## config.mk

```make
export PLATFORM = sky130hd
export DESIGN_NAME = nco_phase_controller
export DESIGN_NICKNAME = d
export VERILOG_FILES = /design/src/rtl/nco_phase_controller.sv
export SDC_FILE = /design/constraint.sdc
export NUM_CORES = 1
export LEC_CHECK = 0
export CAP_MARGIN = 15
export CORE_MARGIN = 3
export CORE_UTILIZATION = 30
export DETAILED_ROUTE_END_ITERATION = 12
export GPL_ROUTABILITY_DRIVEN = 0
export PLACE_DENSITY = 0.47
export SYNTH_ARGS = -nofsm -noshare
export SYNTH_HDL_FRONTEND = slang
export SYNTH_SLANG_ARGS = --single-unit
export TNS_END_PERCENT = 20
```

## constraint.sdc

```tcl
create_clock -name i_clk -period 2.5 [get_ports i_clk]
set_input_delay 0.375 -clock i_clk [delete_from_list [all_inputs] [get_ports i_clk]]
set_output_delay 0.375 -clock i_clk [all_outputs]
set_load 0.05 [all_outputs]
```

## src/rtl/nco_phase_controller.sv

```systemverilog
`default_nettype none
// ============================================================================
// Module   : nco_phase_controller
// Purpose  : Sequencer and configuration front-end for a quarter-wave I/Q sine
//            lookup. Runs the phase accumulator and the sample-rate divider.
//            Drives the lookup clock-enable and phase input, and tags issued
//            samples so that o_valid marks each new I/Q pair on the lookup
//            outputs. Retunes are phase-continuous: the accumulator is never
//            cleared by a configuration change.
// Optional : NCO_DITHER_EN - adds a 16-bit LFSR phase dither before truncation
// Ports    : i_clk, i_reset_n (async, active-low)
//            i_start / i_stop       - run control pulses
//            i_cfg_valid/o_cfg_ready, i_cfg_ftw/i_cfg_poff/i_cfg_div - config
//            o_ce, o_phase          - lookup clock-enable and phase
//            o_valid                - one-cycle pulse per new valid sample
//            o_busy                 - high while running or draining
// Revision : 1.0 - initial release
// ============================================================================
module nco_phase_controller #(
  parameter int AW  = 32,  // accumulator / tuning word width
  parameter int PW  = 12,  // phase width to lookup
  parameter int DW  = 16,  // divider width
  parameter int LAT = 5    // lookup latency in ce-qualified edges (>= 2)
) (
  input  logic          i_clk,
  input  logic          i_reset_n,
  input  logic          i_start,
  input  logic          i_stop,
  input  logic          i_cfg_valid,
  output logic          o_cfg_ready,
  input  logic [AW-1:0] i_cfg_ftw,
  input  logic [PW-1:0] i_cfg_poff,
  input  logic [DW-1:0] i_cfg_div,
  output logic          o_ce,
  output logic [PW-1:0] o_phase,
  output logic          o_valid,
  output logic          o_busy
);

  localparam logic [1:0] ST_IDLE  = 2'd0;
  localparam logic [1:0] ST_RUN   = 2'd1;
  localparam logic [1:0] ST_DRAIN = 2'd2;

  logic [1:0]     state;
  logic [AW-1:0]  acc;
  logic [AW-1:0]  ftw;
  logic [PW-1:0]  poff;
  logic [DW-1:0]  div;
  logic [DW-1:0]  cnt;
  logic [AW-1:0]  sh_ftw;
  logic [PW-1:0]  sh_poff;
  logic [DW-1:0]  sh_div;
  logic           pending;
  logic [LAT-1:0] tags;

  logic           strobe;
  logic           cfg_xfer;
  logic           go;
  logic           drain_done;
  logic [AW-1:0]  phase_src;
  logic [PW-1:0]  phase_next;

  assign strobe      = (state != ST_IDLE) && (cnt == '0);
  assign o_cfg_ready = (state == ST_IDLE) || ((state == ST_RUN) && !pending);
  assign cfg_xfer    = i_cfg_valid && o_cfg_ready;
  // stop wins over a simultaneous start
  assign go          = (state == ST_IDLE) && i_start && !i_stop;
  assign drain_done  = (state == ST_DRAIN) && (tags == '0);
  assign o_busy      = (state != ST_IDLE);

`ifdef NCO_DITHER_EN
  localparam int DITH_W = ((AW - PW) < 16) ? (AW - PW) : 16;
  logic [15:0] lfsr;

  always_ff @(posedge i_clk or negedge i_reset_n) begin
    if (!i_reset_n) begin
      lfsr <= 16'hACE1;
    end else if (go) begin
      lfsr <= 16'hACE1;
    end else if (strobe && (state == ST_RUN)) begin
      lfsr <= {lfsr[14:0], lfsr[15] ^ lfsr[13] ^ lfsr[12] ^ lfsr[10]};
    end
  end

  assign phase_src = acc + AW'(lfsr[DITH_W-1:0]);
`else
  assign phase_src = acc;
`endif

  // top PW bits of the (optionally dithered) accumulator, then offset
  assign phase_next = PW'(phase_src >> (AW - PW)) + poff;

  always_ff @(posedge i_clk or negedge i_reset_n) begin
    if (!i_reset_n) begin
      state <= ST_IDLE;
    end else begin
      case (state)
        ST_IDLE:  if (go)         state <= ST_RUN;
        ST_RUN:   if (i_stop)     state <= ST_DRAIN;
        ST_DRAIN: if (drain_done) state <= ST_IDLE;
        default:                  state <= ST_IDLE;
      endcase
    end
  end

  always_ff @(posedge i_clk or negedge i_reset_n) begin
    if (!i_reset_n) begin
      acc     <= '0;
      ftw     <= '0;
      poff    <= '0;
      div     <= '0;
      cnt     <= '0;
      sh_ftw  <= '0;
      sh_poff <= '0;
      sh_div  <= '0;
      pending <= 1'b0;
      tags    <= '0;
      o_ce    <= 1'b0;
      o_phase <= '0;
      o_valid <= 1'b0;
    end else begin
      o_ce    <= strobe;
      // tag reached the last stage at the previous strobe; its ce edge
      // lands the sample on the lookup outputs
      o_valid <= o_ce && tags[LAT-1];

      if (go) begin
        acc <= '0;
        cnt <= '0;
      end else if (strobe) begin
        cnt  <= div;
        tags <= {tags[LAT-2:0], (state == ST_RUN)};
        if (state == ST_RUN) begin
          o_phase <= phase_next;
          acc     <= acc + ftw;
        end
      end else if (state != ST_IDLE) begin
        cnt <= cnt - 1'b1;
      end

      // Configuration: direct in IDLE, shadowed while running. The strobe
      // that applies the shadow still used the old values above.
      if (state == ST_IDLE) begin
        if (cfg_xfer) begin
          ftw  <= i_cfg_ftw;
          poff <= i_cfg_poff;
          div  <= i_cfg_div;
        end
      end else if (state == ST_RUN) begin
        if (strobe && pending) begin
          ftw     <= sh_ftw;
          poff    <= sh_poff;
          div     <= sh_div;
          pending <= 1'b0;
        end
        if (cfg_xfer) begin
          sh_ftw  <= i_cfg_ftw;
          sh_poff <= i_cfg_poff;
          sh_div  <= i_cfg_div;
          pending <= 1'b1;
        end
      end else if (drain_done && pending) begin
        ftw     <= sh_ftw;
        poff    <= sh_poff;
        div     <= sh_div;
        pending <= 1'b0;
      end
    end
  end

endmodule
`default_nettype wire

```

==> results.yml <==
yosys:
  synth_area_per_cell_sq_um: 10.1
  async_flop_share_pct: 100
  synth_edf_count: 0
  ys_ff_latch: 190
  ys.flop_type: "dfrtp_1"
  yosysSeqAreaShare_pct: 46.8
  syn_inst: 1006
  syn_nets: 1117
  synth.distinct_cells: 59
  synth_area_sq_mm: 0.0102
  yosysWarnings: 0
floorplanning:
  die_w_um: 190
  die_h_um: 190
  core_area_sq_mm: 0.0329
  row_count: 66
  initial_utilization_pct: 30.8
  io_pins: 81
  die_area_sq_mm: 0.0361
routing:
  wl_per_cell_um: 17.1
  dr.pass1.iters: 4
  wirelength_um: 27400
  ant_nets: 0
  drtIter0Drc: 416
  drcViolationCount: 0
  vias: 7920
  vias_per_cell: 4.94
timing:
  fin_crit_sh_pct: 99.5
  slew_headroom_pct: 61.9
  grt_setup_unrepaired: "true"
  fmax_mhz: 402
  hold_viol_final: 0
  drv_slew: 0
  period_needed_ns: 2.49
  worst_pin_slew_ns: 0.572
  clock_skew_ns: 0.0143
  finalSetupViolations: 0
  fin_hold_ws_ns: 0.479
  fin_ws_ns: 0.0119
global_route:
  use_met2_pct: 25.3
  track_usage_pct: 14.7
  grt_pass1_wl_um: 42500
  antenna_found_initial: 0
  gr-usage-met3_pct: 2.56
  grt_pass1_vias: 8110
  gr-total-overflow: 0
  grt_max_degree: 64
  busiest_layer: "met2"
  met1_usage_pct: 19.2
cts:
  path_clk_slew_ns: 0.07
  numCtsBuffers: 17
  h-tree-depth: 4
  clock-root-buffer: "clkbuf_16"
  cts_tree: "yes"
  clock_sinks: 190
  worst_skew_pair.late_latency_ns: 0.44
  clock_path_buffers: 2
layout:
  syn_to_final_growth_pct: 30.4
  mostFrequentLayoutCells: "dfrtp_1, a21oi_1, nor2_1"
  utilization_pct: 40.2
  final_layout_size_suffix_gt1_share_pct: 22.6
  layout.cells.non_filler: 1602
  final_common_cell: "dfrtp_1"
  final_nets: 1258
  antenna_cells: 0
pwr:
  p_comb_share_pct: 39.7
  swShare_pct: 36.5
  p_seq_share_pct: 38.5
  peakVddDrop_mv: 0.546
  cellLeakagePower_nw: 5.83
  clockPowerShare_pct: 21.8
  p_int_mw: 8.18
  switching_power_mw: 4.69
  total_power_mw: 12.9
  cellPowerDensity_mw_per_mm2: 972
worst_setup_path:
  ff2ff_path_depth: 9
  required_ns: 2.83
  cp_data_arrival_time_ns: 2.82
  r2r_slack_ns: 0.01
  critPathLaunchType: "flop"
  cp-end-kind: "flop"
  startpoint: "ftw[9]$_DFFE_PN0P_"
  crit_type: "flop to flop"
  cp_max_fo: 6
  rr_endpoint: "acc[29]$_DFFE_PN0P_"
  endpoint: "acc[29]$_DFFE_PN0P_"
  reg2reg_from: "ftw[9]$_DFFE_PN0P_"
outcome:
  status: "completed"
placement:
  dp_cells: 1544
  port_buffers: 80
  place_ws_ns: -0.348
  hpwl_um: 17900
min_path:
  hold_path.class: "flop to flop"
  min-delay-start: "o_phase[1]$_DFFE_PN0P_"
flow_run:
  cap_violations: 0
==> per-layer routing <==
metal	vias up	wire [um]
li1	3900	-
met3	21	671
met1	3907	13000
met5	-	0
met4	0	306
met2	92	13500
==> flip-flops by register name (all words and copies together) (netlist names) <==
| signal | count |
|---|---|
| state | 2 |
| sh_ftw | 32 |
| div | 16 |
| cnt | 16 |
| sh_poff | 12 |
| tags | 5 |
| acc | 32 |
| o_ce | 1 |
| pending | 1 |
| o_valid | 1 |
| poff | 12 |
| o_phase | 12 |
| ftw | 32 |
| sh_div | 16 |
==> timing repair <==
item | CTS | global route
gates cloned | 2 | 6
buffers inserted | 7 | 13
resized for setup | 32 | 59
pin swaps | 13 | 36
hold buffers | 1 | 0
endpoints found under the hold margin | 57 | 0
endpoints found under the setup margin | 75 | 86
==> Yosys cell counts (6+ instances only) <==
library cell	n	area [sq um]
a21oi_1	112	561
nand2b_1	9	56.3
a21oi_2	10	87.6
mux2i_1	62	621
nand2_1	56	210
nor2b_1	6	37.5
o21ai_0	80	400
buf_2	15	75.1
a21o_1	16	120
and3_1	8	50.1
nor3_1	22	110
nor4_1	6	37.5
xnor2_1	21	184
clkbuf_1	30	113
nor2_1	98	368
a31oi_1	11	68.8
mux2_2	64	721
nand3_1	34	170
a211oi_1	8	60.1
ha_1	44	551
o21a_1	6	45.0
xor2_1	11	96.3
o21bai_1	6	45.0
dfrtp_1	190	4750
inv_1	18	67.6
==> stage by stage <==
step	setup TNS, ns	instance area [sq um]
after global placement	-1.93	11900
after detailed placement	-3.85	11900
after floorplan	-0.0581	10200
after CTS	-0.0131	12800
after global routing	-0.851	13200
final	0	13200
==> power groups by stage <==
stage	registers, mW	logic (mW)	clock network (mW)
after floorplan	5.01	2.96	0
after global placement	4.96	4.51	0
after detailed placement	4.99	4.56	0
after CTS	4.96	4.79	2.91
after global routing	5.11	5.66	3.02
final	4.95	5.11	2.81
==> critical path: stages (launching register included) <==
cell      delay [ns]
dfrtp_1         0.41
ha_4            0.31
nand4_1         0.15
buf_4           0.18
buf_6           0.11
o32ai_4         0.32
a31oi_4         0.15
or2_4           0.29
o2111a_1        0.24
a211o_1         0.22
==> logic make-up after synthesis <==
family / after synthesis / share of synthesized area [%]
AO/OA/AOI/OAI: 281 / 16.4
AND/OR/NAND/NOR: 260 / 11.8
flip-flops: 190 / 46.8
multiplexers: 126 / 13.2
buffers and inverters: 71 / 3.23
adder cells (fa/ha/maj): 46 / 5.81
XOR/XNOR: 32 / 2.76
==> cell type report <==
class,instances,area (sq um)
well taps,442,553
repair buffers,175,1810
clock inverters,14,160
flip-flops and latches,190,4750
clock buffers,18,439
fillers,3241,19700
inverters,18,67.6
multi-input cells,745,5460
==> worst min path at each step <==
stage                                   end  slack (ns)  cells past startpoint
floorplan                acc[0]$_DFFE_PN0P_        0.08                      0
detailed placement   sh_ftw[15]$_DFFE_PN0P_        0.42                      1
global placement     sh_ftw[15]$_DFFE_PN0P_        0.42                      1
CTS                 o_phase[11]$_DFFE_PN0P_        0.49                      2
global route           state[0]$_DFFE_PN0P_        0.51                      3
finish               o_phase[1]$_DFFE_PN0P_        0.48                      2
(Power assumes the default switching activity.)
